$ cat config.mk
export PLATFORM = sky130hd
export DESIGN_NAME = rtc_calendar
export DESIGN_NICKNAME = d
export VERILOG_FILES = /design/src/rtl/rtc_calendar.sv
export SDC_FILE = /design/constraint.sdc
export NUM_CORES = 1
export LEC_CHECK = 0
export ABC_AREA = 1
export ABC_CLOCK_PERIOD_IN_PS = 10000
export BUFFER_PORTS_ARGS = -buffer_cell sky130_fd_sc_hd__buf_4
export CAP_MARGIN = 25
export CORE_ASPECT_RATIO = 0.7
export CORE_MARGIN = 2
export CORE_UTILIZATION = 25
export DETAILED_ROUTE_END_ITERATION = 12
export SLEW_MARGIN = 25
export SYNTH_ARGS = -nofsm -noshare
export SYNTH_HDL_FRONTEND = slang
export SYNTH_SLANG_ARGS = --single-unit
$ cat constraint.sdc
create_clock -name clk -period 10 [get_ports clk]
set_input_delay 0 -clock clk [delete_from_list [all_inputs] [get_ports clk]]
set_output_delay 0 -clock clk [all_outputs]
set_load 0.1 [all_outputs]
$ cat src/rtl/rtc_calendar.sv
// rtc_calendar: 1 Hz real-time clock/calendar with Gregorian leap years and a range-checked field-write port.
module rtc_calendar #(
   parameter int TICK_DIV  = 50000000,
   parameter int RST_YEAR  = 2019,
   parameter int RST_MONTH = 12,
   parameter int RST_DAY   = 26
) (
   input  logic        clk,
   input  logic        reset,
   input  logic        clken,
   input  logic        set_en,
   input  logic [2:0]  set_field,
   input  logic [13:0] set_value,
   output logic [5:0]  sec,
   output logic [5:0]  min,
   output logic [5:0]  hour,
   output logic [5:0]  day,
   output logic [5:0]  month,
   output logic [13:0] year,
   output logic        tick,
   output logic        set_err
);
   localparam int PW = $clog2(TICK_DIV);

   function automatic logic [5:0] dim_f(input logic [5:0] m, input logic [13:0] y);
      logic leap;
      leap = (y % 14'd4 == 14'd0 && y % 14'd100 != 14'd0) || y % 14'd400 == 14'd0;
      return (m == 6'd2) ? (leap ? 6'd29 : 6'd28) :
             (m == 6'd4 || m == 6'd6 || m == 6'd9 || m == 6'd11) ? 6'd30 : 6'd31;
   endfunction

   logic [PW-1:0] pre;
   logic [5:0]    v6, dim_cur, dim_set;
   logic          hi, ok, wr_ok, adv, c_sec, c_min, c_hour, c_day, c_mon;

   always_comb begin
      v6      = set_value[5:0];
      hi      = |set_value[13:6];
      dim_cur = dim_f(month, year);
      // day clamp must use the month/year being written, not the current ones
      dim_set = dim_f(set_field == 3'd4 ? v6 : month, set_field == 3'd5 ? set_value : year);
      ok      = (set_field <= 3'd1) ? (!hi && v6 < 6'd60) :
                (set_field == 3'd2) ? (!hi && v6 < 6'd24) :
                (set_field == 3'd3) ? (!hi && v6 >= 6'd1 && v6 <= dim_cur) :
                (set_field == 3'd4) ? (!hi && v6 >= 6'd1 && v6 <= 6'd12) :
                (set_field == 3'd5) ? (set_value <= 14'd9999) : 1'b0;
      wr_ok   = set_en && ok;
      adv     = clken && pre == PW'(TICK_DIV - 1);
      c_sec   = sec == 6'd59;
      c_min   = c_sec && min == 6'd59;
      c_hour  = c_min && hour == 6'd23;
      c_day   = c_hour && day == dim_cur;
      c_mon   = c_day && month == 6'd12;
   end

   always_ff @(posedge clk or posedge reset) begin
      if (reset) begin
         pre     <= '0;
         sec     <= '0;
         min     <= '0;
         hour    <= '0;
         day     <= 6'(RST_DAY);
         month   <= 6'(RST_MONTH);
         year    <= 14'(RST_YEAR);
         tick    <= 1'b0;
         set_err <= 1'b0;
      end else begin
         tick    <= adv && !set_en;
         set_err <= set_en && !ok;
         pre     <= (adv || (wr_ok && set_field == 3'd0)) ? '0 : clken ? pre + 1'b1 : pre;
         if (wr_ok) begin
            case (set_field)
               3'd0: sec <= v6;
               3'd1: min <= v6;
               3'd2: hour <= v6;
               3'd3: day <= v6;
               3'd4: begin
                  month <= v6;
                  if (day > dim_set) day <= dim_set;
               end
               default: begin
                  year <= set_value;
                  if (day > dim_set) day <= dim_set;
               end
            endcase
         end else if (adv && !set_en) begin
            sec <= c_sec ? '0 : sec + 1'b1;
            if (c_sec) min <= c_min ? '0 : min + 1'b1;
            if (c_min) hour <= c_hour ? '0 : hour + 1'b1;
            if (c_hour) day <= c_day ? 6'd1 : day + 1'b1;
            if (c_day) month <= c_mon ? 6'd1 : month + 1'b1;
            if (c_mon) year <= (year == 14'd9999) ? '0 : year + 1'b1;
         end
      end
   end
endmodule

==> flow_summary.toml, run 1 <==
[run_status]
status = "finished, final reports clean"

[critical_path]
worstPathBufferInverterCount = 9
ff2ff_setup_slack_ps = 2680
path_common_cell = "nand2_1"
rr_endpoint = "pre[25]"
cp.arrival_ps = 7560
cp-endpoint = "pre[25]"
crit_slowest_cell = "dfstp_2"
cp_data_required_time_ps = 10240
path_class = "reg2reg"
critPathLaunch = "year[10]"
cp_top_family = "simple AND/OR/NAND/NOR gates"
crit-reg2reg-launch = "year[10]"
max_stage_delay_ps = 650
ff2ff_path_depth = 59
cp_max_fo = 23
cp_num_cells = 59
startpoint_type = "flop"
end_kind = "flop"

[floorplan]
core_area_mm2 = 0.0288
fp.dieArea_mm2 = 0.0305
die-width_um = 208
die_h_um = 147
boundaryPins = 67
fp-row-count = 52
initial_core_util = 0.253

[yosys]
ys_ff_latch = 72
synth_mux_area_frac = 0
synth_top_flop_cell = "dfrtp_1"
synth_compound_area_frac = 0.123
synthArstFlopShare = 1.00
synth-xor-area-share = 0.0469
synth_top_family_by_area = "simple AND/OR/NAND/NOR gates"
yosys_warnings = 0
synth_area_mm2 = 0.00728
ys_types = 51
syn_area_per_cell_um2 = 6.24
synth_fp_nets = 1203
yosys.area_share.simple = 0.443
synth_edf_count = 0
ys_seq_area_frac = 0.250
syn-instance-count = 1167
synth_fa_ha_area_frac = 0.0258

[place]
dp_hpwl_mm = 17.0
place_worst_setup_slack_ps = 2780
io_buffers = 66
gp_congestion = 0.877

[drt]
num_vias = 7695
drc = 0
routed_wl_mm = 22.0
via_per_inst = 4.77
wl_per_cell_um = 13.6
dr.pass1.iters = 5
drt_iter0_markers = 720
antenna_left = 0

[global_route]
grt_max_degree = 73
grt_use_total = 0.142
grt_first_pass_wirelength_mm = 35.9
grt_antenna_before_repair = 0
grt_pass1_vias = 6767
grt-ovfl-total = 0

[clocking]
htree_num_levels = 3
clkTransAtPathRegs_ps = 60
cts.path.max_buffers = 2
clock_latency_ps = 330
clock-sinks = 72
cts_tree = "done"
cts_resized = 0
cts-root-buf = "clkbuf_16"
cts_buffers = 9

[final_layout]
fin_nets = 1266
regArea_mm2 = 0.00182
antenna_cells = 0
drive_gt1_frac = 0.155
nFillCells = 3187
area_growth_pct = 16.5
final_common_cell = "nand2_1"
multi_input_area_mm2 = 0.00465
most-common-layout-cells = "nand2_1 (313), inv_1 (164), nor2_1 (112)"

[sta]
whs_ps = 20.3
max_freq_mhz = 137
rsz0062_at_grt = "false"
finalSetupViolCount = 0
final_hold_viol_count = 0
period_needed_ps = 7320
setup_slack_ps = 2680
slew_violations = 0
fin_setup_tns_ps = 0
fin_crit_sh = 0.732
finalClockSkew_ps = 7.25
tightest_slew_ps = 890
slew_headroom = 0.405

[worst_hold_path]
min-delay-start = "set_value[6]"
min_path_type = "in2reg"

[job]
cap_violations = 0
-- sequential cells by signal, indices dropped and copies added (netlist names) --
signal	count
day	6
month	6
min	6
hour	6
pre	26
sec	6
set_err	1
tick	1
year	14
-- repair_timing --
item                                   in CTS  in global routing
endpoints found under the hold margin       3                 59
hold buffers                                2                  1
setup buffers                               0                  0
-- per-stage QoR --
stage,util,instances,area (um^2)
floorplan,-,1167,7280
global placement,0.284,1594,8150
detailed placement,0.284,1594,8150
CTS,0.295,1612,8470
global route,0.295,1613,8490
finish,0.295,1613,8490
-- kinds of logic after synthesis --
family	Yosys count
XOR/XNOR	39
AND/OR/NAND/NOR	686
adder cells (fa/ha/maj)	15
buffers and inverters	204
flip-flops	72
AO/OA/AOI/OAI	151
-- synthesized netlist by cell type (3+ instances only) --
master,instances,share of area
inv_1,165,0.085
nand3_2,9,0.012
o21ai_0,59,0.041
a22oi_1,4,0.0041
o22ai_1,5,0.0043
buf_4,4,0.0041
nand3_4,4,0.0096
xor2_1,32,0.038
dfstp_2,13,0.047
o21ai_1,8,0.0055
dfrtp_1,59,0.20
nor3b_1,6,0.0062
a31oi_1,14,0.012
nor3_1,30,0.021
xnor2_1,7,0.0084
o211ai_1,10,0.010
nand2_4,11,0.017
inv_2,16,0.0082
o21bai_1,3,0.0031
nand2_1,313,0.16
a211oi_1,3,0.0031
a21oi_1,24,0.016
ha_1,15,0.026
o31ai_1,4,0.0041
nand4_1,33,0.028
o21a_1,5,0.0052
buf_6,3,0.0046
nand3b_1,3,0.0031
clkbuf_1,11,0.0057
nand3_1,109,0.075
nor2_1,112,0.058
nor4_1,6,0.0052
nand2_2,41,0.035
nor2_2,5,0.0043
-- tightest hold or removal path: stages --
cell and delay [ps]:
buf_4 130, nand2_1 60, nand2_1 50, nand2_1 60, nand2_1 50
-- how the worst min path moves through the flow --
stage / endpoint / slack, ps / depth (start not counted)
final: year[6] / 20 / 5
after global placement: tick / 310 / 2
after detailed placement: tick / 300 / 2
after global routing: year[7] / 40 / 5
after floorplan: set_err / 130 / 2
after CTS: month[0] / 8 / 3
-- layout make-up --
type                       count  area share
inverter                     183      0.0809
sequential                    72       0.214
clock inverter                 5     0.00664
multi-input combinational    891       0.548
clock buffer                  11      0.0286
timing repair buffer          73      0.0659
tap                          378      0.0557
-- routing by layer --
metal  global-route usage  wire length, um
met5                    0                0
met4               0.0252              250
met3               0.0212             1340
met2                0.201             8940
met1                0.225            11500
Power of run 1 is not shown: default switching activity piles up to over one toggle a cycle in this logic, so the estimate is an artifact.
==> run 2: changes to the inputs <==
- ABC_CLOCK_PERIOD_IN_PS: 10000 -> 6200
- clock period: 10 -> 6.2 ns (I/O delays scaled with it)
==> run 2 against run 1 <==
Against the previous run: the flow now finishes with violations (setup timing); final cell count up 2.9%; wire length increased by 7.2%; maximum frequency is 16% higher; final area rose by 8.5%; global-route usage is 0.46 points higher; via count grew 3.3%; first-iteration DRC count shrank 18%; critical path type unchanged; highest routed layer unchanged.
==> flow_summary.toml, run 2 (synthesized netlist as in run 1, its figures left out) <==
[floorplan]
die-width_um = 208
core_area_mm2 = 0.0288
initial_core_util = 0.253
boundaryPins = 67
fp.dieArea_mm2 = 0.0305
die_h_um = 147
fp-row-count = 52

[critical_path]
cp_num_cells = 62
ff2ff_path_depth = 62
rr_endpoint = "pre[25]"
critPathLaunch = "year[10]"
worstPathBufferInverterCount = 9
max_stage_delay_ps = 670
end_kind = "flop"
cp_data_required_time_ps = 6410
cp_max_fo = 6
cp-endpoint = "pre[25]"
cp_top_family = "simple AND/OR/NAND/NOR gates"
startpoint_type = "flop"
ff2ff_setup_slack_ps = -90
cp.arrival_ps = 6500
crit_slowest_cell = "dfstp_4"
path_common_cell = "nand2_4"
path_class = "reg2reg"
crit-reg2reg-launch = "year[10]"

[drt]
dr.pass1.iters = 5
wl_per_cell_um = 14.2
routed-wl-met2_mm = 9.98
via_per_inst = 4.79
antenna_left = 0
routed-wl-met3_mm = 1.20
routed_wl_mm = 23.6
drc = 0
num_vias = 7949
highest_layer = "met4"
wl_met1_mm = 12.2
drt_iter0_markers = 593

[clocking]
cts_tree = "done"
htree_num_levels = 3
cts.path.max_buffers = 2
clock_latency_ps = 330
cts-root-buf = "clkbuf_16"
cts_buffers = 9
clkTransAtPathRegs_ps = 60
clock-sinks = 72

[sta]
tightest_slew_ps = 711
fin_crit_sh = 1.02
slew_violations = 0
rsz0062_at_grt = "true"
period_needed_ps = 6290
setup_slack_ps = -93.9
slew_headroom = 0.520
finalSetupViolCount = 3
finalClockSkew_ps = 11.0
final_hold_viol_count = 0
max_freq_mhz = 159

[final_layout]
area_growth_pct = 26.5
largestRegisters = "pre: 26 flops, year: 14 flops"
largest_reg_flops = 26
multi_input_area_mm2 = 0.00497
final_common_cell = "nand2_1"
antenna_cells = 0
regMostFlops = "pre"
design_area_mm2 = 0.00921
nFillCells = 3138
regArea_mm2 = 0.00183
most-common-layout-cells = "nand2_1 (294), inv_1 (161), buf_4 (109)"
stdcell_count = 1660
drive_gt1_frac = 0.229
fin_nets = 1313

[place]
place_worst_setup_slack_ps = -112
gp_congestion = 0.837
placed_area_mm2 = 0.00831
dp_hpwl_mm = 17.7
placed_cells_incl_taps = 1611
io_buffers = 66

[run_status]
status = "finished with violations"
violations = "setup timing"

[global_route]
grt-ovfl-total = 0
grt_first_pass_wirelength_mm = 37.0
grt_use_total = 0.147
grt_antenna_before_repair = 0
grt_pass1_vias = 7011
grt_max_degree = 73

[job]
cap_violations = 0

[worst_hold_path]
min_path_type = "in2reg"
## run 2: cell count changes in the layout (fill, tap and decap cells not counted), sizes merged
cell      change
buf          +47
clkbuf        +1
clkinvlp      -1
## run 2: per-layer routing
metal	global-route usage	vias up
met5	0	-
met4	0.0287	0
met3	0.0214	17
met2	0.213	220
met1	0.228	3690
li1	-	4022
## run 2: through the flow
step           hold WS [ps]   util  setup TNS, ps
4_1_cts                1.71  0.304              0
5_1_grt                16.5  0.320         -10200
6_report               15.7  0.320           -112
3_3_place_gp            318  0.289              0
3_5_place_dp            320  0.289           -143
2_1_floorplan           126      -              0
## run 2: layout make-up
type                       instances  share of cell area
multi-input combinational        891               0.540
sequential                        72               0.199
timing repair buffer             120               0.102
inverter                         183              0.0754
tap                              378              0.0514
clock buffer                      12              0.0268
clock inverter                     4             0.00571
## run 2: worst min path at each step
| stage | startpoint | to | slack [ps] | cells past startpoint |
|---|---|---|---|---|
| floorplan | set_en | set_err | 130 | 2 |
| global placement | clken | pre[1] | 320 | 3 |
| detailed placement | clken | pre[1] | 320 | 3 |
| CTS | reset | day[5] | 2 | 3 |
| global route | set_en | tick | 20 | 2 |
| finish | set_en | set_err | 20 | 3 |
## run 2: timing repair
| action | in CTS | in global routing |
|---|---|---|
| hold buffers | 2 | 1 |
| hold endpoints to repair | 2 | 59 |
| buffers inserted | 11 | 19 |
| gates resized for setup | 9 | 79 |
| pin swaps | 10 | 34 |
| setup endpoints to repair | 7 | 70 |
## run 2: worst register-to-register path, delay by kind of cell, from the launching register on
kind	cells	cell delay, ps
compound gates	2	250
buf+inv	9	780
simple gates	50	4250
flops	1	670
fa+ha+maj	1	250
Power of run 2 is left out for the same reason.
